<file path="config.mk">
export PLATFORM = sky130hd
export DESIGN_NAME = mc_controller
export DESIGN_NICKNAME = d
export VERILOG_FILES = /design/src/rtl/riscv_pkg.sv /design/src/rtl/alu_decoder.sv /design/src/rtl/mc_controller.sv
export SDC_FILE = /design/constraint.sdc
export NUM_CORES = 1
export LEC_CHECK = 0
export ABC_AREA = 1
export CORE_UTILIZATION = 33
export DETAILED_ROUTE_END_ITERATION = 12
export PLACE_DENSITY = 0.74
export SYNTH_ARGS = -nofsm -noshare
export SYNTH_HDL_FRONTEND = slang
export SYNTH_SLANG_ARGS = --single-unit
</file>
<file path="constraint.sdc">
create_clock -name clk -period 2 [get_ports clk]
set_clock_uncertainty 0.2 [all_clocks]
set_input_delay 0.6 -clock clk [delete_from_list [all_inputs] [get_ports clk]]
set_output_delay 0.6 -clock clk [all_outputs]
set_load 0.02 [all_outputs]
</file>
<file path="src/rtl/riscv_pkg.sv">
// Shared encodings for the multicycle RISC-V control path: ALU codes,
// opcodes, ALU-op classes, controller states and mux select values.
package riscv_pkg;

    localparam logic [2:0] ALU_ADD = 3'b000;
    localparam logic [2:0] ALU_SUB = 3'b001;
    localparam logic [2:0] ALU_AND = 3'b010;
    localparam logic [2:0] ALU_OR  = 3'b011;
    localparam logic [2:0] ALU_SLT = 3'b101;

    localparam logic [6:0] OP_LOAD  = 7'b0000011;
    localparam logic [6:0] OP_STORE = 7'b0100011;
    localparam logic [6:0] OP_RTYPE = 7'b0110011;
    localparam logic [6:0] OP_ITYPE = 7'b0010011;
    localparam logic [6:0] OP_JAL   = 7'b1101111;
    localparam logic [6:0] OP_BEQ   = 7'b1100011;

    typedef enum logic [1:0] {
        ALUOP_ADD   = 2'b00,
        ALUOP_SUB   = 2'b01,
        ALUOP_FUNCT = 2'b10
    } alu_op_t;

    typedef enum logic [3:0] {
        ST_FETCH    = 4'd0,
        ST_DECODE   = 4'd1,
        ST_MEMADR   = 4'd2,
        ST_MEMREAD  = 4'd3,
        ST_MEMWB    = 4'd4,
        ST_MEMWRITE = 4'd5,
        ST_EXECUTER = 4'd6,
        ST_EXECUTEI = 4'd7,
        ST_ALUWB    = 4'd8,
        ST_JAL      = 4'd9,
        ST_BEQ      = 4'd10,
        ST_ILLEGAL  = 4'd11
    } state_t;

    localparam logic [1:0] SRC_A_PC     = 2'b00;
    localparam logic [1:0] SRC_A_OLDPC  = 2'b01;
    localparam logic [1:0] SRC_A_RS1    = 2'b10;

    localparam logic [1:0] SRC_B_RS2    = 2'b00;
    localparam logic [1:0] SRC_B_IMM    = 2'b01;
    localparam logic [1:0] SRC_B_FOUR   = 2'b10;

    localparam logic [1:0] RES_ALUOUT   = 2'b00;
    localparam logic [1:0] RES_DATA     = 2'b01;
    localparam logic [1:0] RES_ALURES   = 2'b10;

    localparam logic [1:0] IMM_I        = 2'b00;
    localparam logic [1:0] IMM_S        = 2'b01;
    localparam logic [1:0] IMM_B        = 2'b10;
    localparam logic [1:0] IMM_J        = 2'b11;

endpackage

</file>
<file path="src/rtl/alu_decoder.sv">
// Maps the FSM's ALU-op class plus instruction fields to an ALU control code.
module alu_decoder
    import riscv_pkg::*;
(
    input  logic [1:0] alu_op,
    input  logic [2:0] funct3,
    input  logic       op5,
    input  logic       funct7b5,
    output logic [2:0] alu_control
);

    // ALU control selection; sub only for R-type with funct7[5] set
    always_comb begin
        alu_control = ALU_ADD;
        case (alu_op)
            ALUOP_ADD: alu_control = ALU_ADD;
            ALUOP_SUB: alu_control = ALU_SUB;
            ALUOP_FUNCT: begin
                case (funct3)
                    3'b000:  alu_control = (op5 & funct7b5) ? ALU_SUB : ALU_ADD;
                    3'b010:  alu_control = ALU_SLT;
                    3'b110:  alu_control = ALU_OR;
                    3'b111:  alu_control = ALU_AND;
                    default: alu_control = ALU_ADD;
                endcase
            end
            default: alu_control = ALU_ADD;
        endcase
    end

endmodule

</file>
<file path="src/rtl/mc_controller.sv">
// Multicycle RISC-V control unit: Moore FSM sequencing fetch/decode/execute/
// memory/writeback over a shared memory with a mem_ready handshake.
//
// state    | meaning
// ---------+---------------------------------------------------------
// FETCH    | read instruction at PC, PC+4 -> PC when memory ready
// DECODE   | read registers, OldPC+imm -> ALUOut (branch target)
// MEMADR   | rs1+imm -> ALUOut (load/store address)
// MEMREAD  | read data memory at ALUOut, wait for mem_ready
// MEMWB    | loaded data -> rd
// MEMWRITE | write data memory at ALUOut, held until mem_ready
// EXECUTER | rs1 op rs2
// EXECUTEI | rs1 op imm
// ALUWB    | ALUOut -> rd
// JAL      | OldPC+4 -> ALUOut, jump target -> PC
// BEQ      | rs1-rs2, take branch target when zero
// ILLEGAL  | unsupported opcode, parked until reset
module mc_controller
    import riscv_pkg::*;
(
    input  logic       clk,
    input  logic       rst_n,
    input  logic [6:0] op,
    input  logic [2:0] funct3,
    input  logic       funct7b5,
    input  logic       zero,
    input  logic       mem_ready,
    output logic [2:0] alu_control,
    output logic [1:0] alu_src_a,
    output logic [1:0] alu_src_b,
    output logic [1:0] result_src,
    output logic [1:0] imm_src,
    output logic       adr_src,
    output logic       ir_write,
    output logic       pc_write,
    output logic       reg_write,
    output logic       mem_write,
    output logic       illegal
);

    state_t     state;
    state_t     state_next;
    logic [1:0] alu_op;
    logic       pc_update;
    logic       branch;
    logic       ir_write_raw;
    logic       reg_write_raw;
    logic       mem_write_raw;

    // State register; reset returns to FETCH asynchronously
    always_ff @(posedge clk or negedge rst_n) begin
        if (!rst_n) begin
            state <= ST_FETCH;
        end else begin
            state <= state_next;
        end
    end

    // Next-state logic; mem_ready only matters in the memory-access states
    always_comb begin
        state_next = state;
        case (state)
            ST_FETCH:    if (mem_ready) state_next = ST_DECODE;
            ST_DECODE: begin
                case (op)
                    OP_LOAD, OP_STORE: state_next = ST_MEMADR;
                    OP_RTYPE:          state_next = ST_EXECUTER;
                    OP_ITYPE:          state_next = ST_EXECUTEI;
                    OP_JAL:            state_next = ST_JAL;
                    OP_BEQ:            state_next = ST_BEQ;
                    default:           state_next = ST_ILLEGAL;
                endcase
            end
            ST_MEMADR:   state_next = op[5] ? ST_MEMWRITE : ST_MEMREAD;
            ST_MEMREAD:  if (mem_ready) state_next = ST_MEMWB;
            ST_MEMWB:    state_next = ST_FETCH;
            ST_MEMWRITE: if (mem_ready) state_next = ST_FETCH;
            ST_EXECUTER: state_next = ST_ALUWB;
            ST_EXECUTEI: state_next = ST_ALUWB;
            ST_ALUWB:    state_next = ST_FETCH;
            ST_JAL:      state_next = ST_ALUWB;
            ST_BEQ:      state_next = ST_FETCH;
            ST_ILLEGAL:  state_next = ST_ILLEGAL;
            default:     state_next = ST_FETCH;
        endcase
    end

    // Moore outputs per state, before reset gating of the enables
    always_comb begin
        alu_src_a     = SRC_A_PC;
        alu_src_b     = SRC_B_RS2;
        result_src    = RES_ALUOUT;
        adr_src       = 1'b0;
        alu_op        = ALUOP_ADD;
        ir_write_raw  = 1'b0;
        pc_update     = 1'b0;
        branch        = 1'b0;
        reg_write_raw = 1'b0;
        mem_write_raw = 1'b0;
        illegal       = 1'b0;
        case (state)
            ST_FETCH: begin
                alu_src_b    = SRC_B_FOUR;
                result_src   = RES_ALURES;
                ir_write_raw = mem_ready;
                pc_update    = mem_ready;
            end
            ST_DECODE: begin
                alu_src_a = SRC_A_OLDPC;
                alu_src_b = SRC_B_IMM;
            end
            ST_MEMADR: begin
                alu_src_a = SRC_A_RS1;
                alu_src_b = SRC_B_IMM;
            end
            ST_MEMREAD: begin
                adr_src = 1'b1;
            end
            ST_MEMWB: begin
                result_src    = RES_DATA;
                reg_write_raw = 1'b1;
            end
            ST_MEMWRITE: begin
                adr_src       = 1'b1;
                mem_write_raw = 1'b1;
            end
            ST_EXECUTER: begin
                alu_src_a = SRC_A_RS1;
                alu_op    = ALUOP_FUNCT;
            end
            ST_EXECUTEI: begin
                alu_src_a = SRC_A_RS1;
                alu_src_b = SRC_B_IMM;
                alu_op    = ALUOP_FUNCT;
            end
            ST_ALUWB: begin
                reg_write_raw = 1'b1;
            end
            ST_JAL: begin
                alu_src_a = SRC_A_OLDPC;
                alu_src_b = SRC_B_FOUR;
                pc_update = 1'b1;
            end
            ST_BEQ: begin
                alu_src_a = SRC_A_RS1;
                alu_op    = ALUOP_SUB;
                branch    = 1'b1;
            end
            ST_ILLEGAL: begin
                illegal = 1'b1;
            end
            default: begin
                alu_src_a = SRC_A_PC;
            end
        endcase
    end

    // Enables are held low combinationally for as long as reset is asserted
    always_comb begin
        ir_write  = ir_write_raw & rst_n;
        pc_write  = (pc_update | (branch & zero)) & rst_n;
        reg_write = reg_write_raw & rst_n;
        mem_write = mem_write_raw & rst_n;
    end

    // Immediate format follows the opcode directly
    always_comb begin
        case (op)
            OP_STORE: imm_src = IMM_S;
            OP_BEQ:   imm_src = IMM_B;
            OP_JAL:   imm_src = IMM_J;
            default:  imm_src = IMM_I;
        endcase
    end

    alu_decoder u_alu_decoder (
        .alu_op      (alu_op),
        .funct3      (funct3),
        .op5         (op[5]),
        .funct7b5    (funct7b5),
        .alu_control (alu_control)
    );

endmodule

</file>
Yosys cells after proc, flatten, opt, wreduce, memory -nomap -nowiden --
Index checks and enable logic that the tools add are counted.
Cells by class: add/subtract/negate cells 0, $mul 0, divide/modulo/power cells 0, order comparisons 0, eq/ne operators 25, shift-type cells 0, muxes and demuxes 21, bitwise logic cells 7, reductions and logical operators 12
Operator list (count):
- 4-bit case mux with 7 select lines | 1
- 4-bit case mux with 5 select lines | 1
- 4-bit by 3-bit == test with 1-bit output, second input constant | 4
- 4-bit == test, second input constant | 4
- 2-bit case mux with 2 select lines | 4
- 7-bit by 6-bit == test with 1-bit output, second input constant | 2
- 7-bit == test, second input constant | 2
- 4-bit two-way mux | 3
- 3-bit case mux with 4 select lines | 1
- 2-bit OR reduction | 6
- 4-bit by 2-bit == test with 1-bit output, second input constant | 2
- 7-bit by 2-bit == test with 1-bit output, second input constant | 1
- 7-bit by 5-bit == test with 1-bit output, second input constant | 1
- 1-bit two-way mux | 7
- 1-bit bitwise AND | 6
- 3-bit == test, second input constant | 2
- 2-bit != test, second input constant | 3
- 2-bit case mux with 3 select lines | 1
- 3-bit case mux with 2 select lines | 1
- 3-bit OR reduction | 2
- 4-bit by 1-bit == test with 1-bit output, second input constant | 1
- 4-bit zero test | 1
- 4-bit OR reduction | 1
- 3-bit by 2-bit == test with 1-bit output, second input constant | 1
- 7 further kinds | 7
Storage, ports and cells: register bits 4, latch bits 0, memory bits (writable) 0, ROM bits 0, input bits 15, memories 0

Longest topological paths before layout --
Gate-level depths: netlist (run 1).
depth after elaboration 5, gate-level depth with buffers 9

Hierarchy --
From an unflattened synthesis (run 1), not the netlist that was laid out.
Unflattened totals: cells, all modules 99, area total of the unflattened synthesis 574.3 sq um
Modules (own cells, without submodules):
- mc_controller | instances 1, cells each 82, area each 483.0 sq um
- alu_decoder | instances 1, cells each 17, area each 91.3 sq um

Worst setup path after synthesis (run 1) --
OpenSTA, ideal clock, no wires.
path kind reg2out, from register state[2], to output alu_control[1], arrival time 1600 ps, data required time 1200 ps, path slack -400 ps, cell stages (with the launch flop) 8, buffers on the path 0, cell sequence dfrtp_1 > inv_2 > nor2_2 > inv_1 > nor2_1 > inv_2 > ha_1 > nor3_1
Between the ends: cells in the longest elaborated chain, start to end 5, elaborated cells between the ends (all ways) 8
Ends and longest elaborated chain:
- from (decl) | line mc_controller.sv:41 | state_t state;
- from (signal assigned) | line mc_controller.sv:55 | state <= state_next;
- 4-bit by 3-bit == test with 1-bit output | line mc_controller.sv:101 | case (state)
- 2-bit OR reduction (no line)
- 2-bit case mux with 2 select lines (*) | line mc_controller.sv:101
- 2-bit == test / 2-bit by 1-bit == test with 1-bit output (equally long branches) | line alu_decoder.sv:15 | case (alu_op)
- 3-bit case mux with 2 select lines (*) | line alu_decoder.sv:15
- to (decl) | line mc_controller.sv:28 | output logic [2:0] alu_control,
Every way passes the cells marked *; elsewhere a longest branch is shown, timed or not.

Final worst setup path (run 1) --
from register state[2], to output alu_control[0]
Same word-level chain as after synthesis.

==> flow_summary.json, run 1 <==
{
  "status": "finished, violations left",
  "violations": "setup timing",
  "finalCritPeriodShare": 1.22,
  "total_power_mw": 1.72,
  "setup_viol": 16,
  "viasPerCell": 5.72,
  "placed_area_sq_um": 1170,
  "cp.required_ps": 1200,
  "yosysSeqAreaShare": 0.180,
  "worst_pin_slew_ps": 290,
  "grt_max_degree": 5,
  "synthFlopType": "dfrtp_1",
  "crit_arrival_ps": 1630,
  "drt-total-wl_microns": 3670,
  "slew_headroom": 0.806,
  "die_w_microns": 43.1,
  "cp_max_fo": 4,
  "grt_pass1_wl_microns": 4220,
  "dr.pass1.iters": 4,
  "rsz0062_at_grt": "true",
  "yosys.cell_count.top_type": "nand2_1",
  "maxSlewViolCount": 0,
  "htreeDepth": 1,
  "diodes": 0,
  "synthTopCellsByArea": "dfrtp_1 18%, nand2_1 18%, inv_1 12%",
  "worst_slack_ps": -433,
  "end_kind": "output port",
  "synth_fp_nets": 118,
  "finalCriticalPeriod_ps": 2430,
  "maxCapViolCount": 0,
  "io_pins": 32,
  "die_area_sq_um": 1860,
  "synth_top_area_share": 0.180,
  "reg2reg_depth": 9,
  "grtUsageTotal": 0.310,
  "wl_per_cell_microns": 19.3,
  "p_leak_nw": 0.726,
  "synthTopCellsByCount": "26 x nand2_1, 18 x inv_1, 17 x nor2_1",
  "ant_nets": 0,
  "start_kind": "register",
  "synth_warnings": 0,
  "grt_antenna_before_repair": 0,
  "fin_area_sq_um": 1450,
  "fp.coreArea_sq_um": 1540,
  "clkTransAtPathRegs_ps": 40,
  "dpl.cell_count": 174,
  "nets": 193,
  "grt_pass1_vias": 948,
  "io_buffers": 31,
  "drt_iter0_markers": 26,
  "syn_area_sq_um": 557,
  "clock.fmax_ghz": 0.411,
  "cts_tree": "built",
  "final_core_util": 0.940,
  "num_rows": 14,
  "cts.sinks": 4,
  "synth-async-reset-ratio": 1.00,
  "ys_ff_latch": 4,
  "synth.avg_cell_area_sq_um": 5.51,
  "overflow": 0,
  "vias": 1087,
  "initial_core_util": 0.361,
  "reg_top3": "state: 4 flops",
  "critical_path_class": "register to output port",
  "routabilityCongestion": 0.809,
  "instances_no_fill": 190,
  "syn_inst": 101,
  "synth_edf_count": 0,
  "largest_register_ffs": 4,
  "area_growth_pct": 160,
  "vdd_drop_max_uv": 1010,
  "clk_latency_ps": 240,
  "detailed_place_hpwl_microns": 1640,
  "cts_buffers": 3,
  "fin_hold_ws_ps": 274,
  "cts_root_buf": "clkbuf_4",
  "power_density_nw_per_um2": 1180,
  "hold_viol": 0,
  "die_h_microns": 43.1,
  "regMostFlops": "state",
  "hold_buffers": 0,
  "final_layout_size_suffix_gt1_frac": 0.701,
  "hp-class": "primary input to asynchronous set/reset pin",
  "yosys.area.top_type": "dfrtp_1",
  "drc_errors": 0,
  "cts.path.max_buffers": 2,
  "synth.distinct_cells": 23
}
-- layer usage --
metal	global-route usage	vias up	share of wire	routed length (microns)
li1	-	459	-	-
met3	0.0638	43	0.073	266
met2	0.573	83	0.48	1770
met5	0	-	0	0
met1	0.339	502	0.35	1290
met4	0.121	0	0.092	337
-- final timing paths --
check	to	slack (ps)	from
max in group asynchronous	state[1]	1210	rst_n
max	alu_control[0]	-430	state[2]
min in group clk	state[2]	650	state[3]
max reg2reg	state[2]	190	state[2]
min	state[3]	270	rst_n
min reg2reg	state[2]	650	state[3]
-- where the power goes --
group          total [mW]  leakage, nW  switching, mW  internal [mW]
sequential          0.171       0.0482         0.0511          0.120
combinational        1.44        0.664          0.785          0.652
clock               0.106       0.0138         0.0390         0.0675
total                1.72        0.726          0.875          0.840
-- logic make-up after synthesis --
| kind of cell | after synthesis | synth area share |
|---|---|---|
| AND/OR/NAND/NOR | 57 | 0.452 |
| buffers and inverters | 23 | 0.155 |
| AO/OA/AOI/OAI | 15 | 0.169 |
| flip-flops | 4 | 0.180 |
| adder cells (fa/ha/maj) | 2 | 0.0449 |
-- area by class of cell --
cell class                 count  area [sq um]
clock buffer                   3          22.5
fill                          50          92.6
inverter                      23          91.3
multi-input combinational     74           603
sequential                     4           103
tap                           16          20.0
timing repair buffer          70           609
-- stage by stage --
step / setup TNS [ps] / setup slack, ps
after global routing: -4650 / -533
after global placement: -10010 / -893
after floorplan: -213 / -82.9
after detailed placement: -10500 / -925
final: -3920 / -433
after CTS: -2590 / -357
-- timing repair --
item                                    CTS  global route
pin swaps                                18             7
buffers inserted                          8             6
gates resized for setup                 174            17
cloned                                    0             0
endpoints found under the hold margin     0             0
endpoints found under the setup margin   17            16
-- worst max-delay path, cell delays in order (launching register included) --
cell and delay, ps:
dfrtp_1 380, inv_2 90, nor2_4 140, inv_2 60, nor2_4 120, ha_4 190
nand4_1 140, a21oi_4 150, buf_6 130
-- cell usage in the layout (no fill, tap or decap), drive strengths merged --
cell type	Yosys	final
buf	0	62
nand2	29	29
inv	23	23
nor2	20	20
dlygate4sd2	0	6
o21ai	5	5
nand3	5	5
a21oi	4	4
dfrtp	4	4
clkbuf	0	3
ha	2	2
o21bai	1	1
nor3	1	1
nand4	1	1
a31oi	1	1
a211oi	1	1
o31ai	1	1
o211ai	1	1
o2111ai	1	1
or2	1	1
clkdlybuf4s50	0	1
clkdlybuf4s15	0	1
No activity file was read; power rests on OpenSTA's default activity.
==> run 2, diff against run 1 <==
--- a/config.mk
+++ b/config.mk
@@ -8,7 +8,9 @@
 export ABC_AREA = 1
 export CORE_UTILIZATION = 33
 export DETAILED_ROUTE_END_ITERATION = 12
+export HOLD_SLACK_MARGIN = 0.03
 export PLACE_DENSITY = 0.74
+export SKIP_CTS_REPAIR_TIMING = 1
 export SYNTH_ARGS = -nofsm -noshare
 export SYNTH_HDL_FRONTEND = slang
 export SYNTH_SLANG_ARGS = --single-unit
==> run 2 against run 1 <==
  * The flow still finishes with violations (setup timing)
  * Largest cell class unchanged
  * Clock power about the same
  * Wire length down 38%
  * Clock-buffer cell count unchanged
  * Maximum frequency up 2.7%
  * Critical endpoint unchanged
  * Worst setup slack better by 63 ps
  * First-iteration DRC count down 85%
  * Register-to-register slack worse by 60 ps
  * Largest power group unchanged
==> flow_summary.json, run 2 (synthesized netlist as in run 1, its figures left out) <==
{
  "fp.coreArea_sq_um": 1540,
  "switching_share": 0.484,
  "regMostFlops": "state",
  "rsz0062_at_grt": "true",
  "cp_max_fo": 4,
  "routabilityCongestion": 0.809,
  "cts_tree": "built",
  "instances_no_fill": 184,
  "setup_viol": 16,
  "p_switching_mw": 0.703,
  "violations": "setup timing",
  "power_density_nw_per_um2": 1100,
  "clkTransAtPathRegs_ps": 40,
  "slew_headroom": 0.846,
  "combPwrFrac": 0.820,
  "final_layout_size_suffix_gt1_frac": 0.637,
  "grt_pass1_wl_microns": 3160,
  "wl_per_cell_microns": 12.3,
  "worst_pin_slew_ps": 229,
  "grtUsageTotal": 0.225,
  "overflow": 0,
  "die_h_microns": 43.1,
  "grt_max_degree": 6,
  "io_buffers": 31,
  "clkPwrFrac": 0.072,
  "htreeDepth": 1,
  "ant_nets": 0,
  "detailed_place_hpwl_microns": 1640,
  "maxSlewViolCount": 0,
  "total_power_mw": 1.45,
  "gr-usage-met2": 0.382,
  "reg2reg_to": "state[0]",
  "finalCritPeriodShare": 1.19,
  "start_kind": "register",
  "hp-class": "primary input to asynchronous set/reset pin",
  "grt_pass1_vias": 784,
  "regToRegSetupSlack_ps": 130,
  "pwr-share-seq": 0.108,
  "crit_arrival_ps": 1570,
  "diodes": 0,
  "use_met3": 0.0553,
  "reg_top3": "state: 4 flops",
  "grt_antenna_before_repair": 0,
  "vdd_drop_max_uv": 1060,
  "die_w_microns": 43.1,
  "nets": 187,
  "area_growth_pct": 136,
  "clk_latency_ps": 240,
  "use_met1": 0.277,
  "cts_buffers": 3,
  "internal-power_mw": 0.749,
  "initial_core_util": 0.361,
  "drt-total-wl_microns": 2260,
  "dr.pass1.iters": 4,
  "p_leak_nw": 0.696,
  "cp.required_ps": 1200,
  "reg2reg_depth": 11,
  "r2r_start": "state[3]",
  "cts.sinks": 4,
  "finalCriticalPeriod_ps": 2370,
  "die_area_sq_um": 1860,
  "maxCapViolCount": 0,
  "end_kind": "output port",
  "cts_root_buf": "clkbuf_4",
  "cts.path.max_buffers": 2,
  "num_rows": 14,
  "drt_iter0_markers": 4,
  "dpl.cell_count": 174,
  "largest_register_ffs": 4,
  "status": "finished, violations left",
  "viasPerCell": 4.80,
  "hold_viol": 0,
  "final_cell_mix": "33 x buf_4, 19 x nand2_1, 15 x buf_6",
  "worst_slack_ps": -371,
  "final_common_cell": "buf_4",
  "drc_errors": 0,
  "vias": 883,
  "critical_path_class": "register to output port",
  "clock.fmax_ghz": 0.422,
  "grt_busiest_layer": "met2",
  "io_pins": 32
}
==> run 2: cell types whose count changed in the layout (fill, tap and decap cells not counted), moves of 2 or more <==
cell	change
buf_2	-4
buf_4	-3
buf_6	-5
clkbuf_2	+7
clkdlybuf4s50_1	+3
dlygate4sd2_1	-6
dlymetal6s2s_1	+4
inv_1	+3
inv_4	-2
nand2_1	+2
nand2_4	-3
nor2_1	+2
nor2_2	+3
nor2_4	-5
==> run 2: through the flow <==
step           utilization  setup TNS (ps)  setup slack, ps  hold WS, ps  area (sq um)
6_report             0.853           -3570             -371          129          1320
5_1_grt              0.853           -4720             -490          135          1320
4_1_cts              0.772          -12440             -925          455          1190
3_5_place_dp         0.757          -10500             -925          530          1170
3_3_place_gp         0.757          -10010             -893          494          1170
2_1_floorplan            -            -213            -82.9          104           642
==> run 2: final cells by class <==
cell class	count	area, sq um
timing repair buffer	64	547
multi-input combinational	74	538
fill	86	226
sequential	4	101
inverter	23	86.3
clock buffer	3	22.5
tap	16	20.0
==> run 2: power by group through the flow <==
| stage | Clock (mW) | Sequential (mW) | Combinational (mW) |
|---|---|---|---|
| 6_report | 0.105 | 0.157 | 1.19 |
| 5_1_grt | 0.116 | 0.161 | 1.27 |
| 4_1_cts | 0.105 | 0.152 | 1.05 |
| 3_5_place_dp | 0 | 0.153 | 1.05 |
| 3_3_place_gp | 0 | 0.149 | 1.02 |
| 2_1_floorplan | 0 | 0.158 | 0.523 |
==> run 2: critical path, stage by stage (launching register included) <==
cell and delay (ps):
dfrtp_2 440, nor2_4 100, inv_2 60, nor2_4 110, ha_4 170, nand4_1 140
a21oi_4 180, buf_6 130
==> run 2: layer usage <==
metal	part of all wire	wire, microns
met1	0.42	950
met2	0.54	1230
met3	0.031	70
met4	0.0071	16
met5	0	0
==> run 2: how the worst max path moves through the flow <==
stage / startpoint / depth (start not counted) / end / slack [ps]
floorplan: state[0] / 7 / alu_control[0] / -80
global placement: funct3[1] / 6 / alu_control[0] / -890
detailed placement: op[0] / 6 / imm_src[0] / -920
CTS: op[0] / 6 / imm_src[0] / -920
global route: state[1] / 6 / alu_control[0] / -490
finish: state[3] / 7 / alu_control[0] / -370
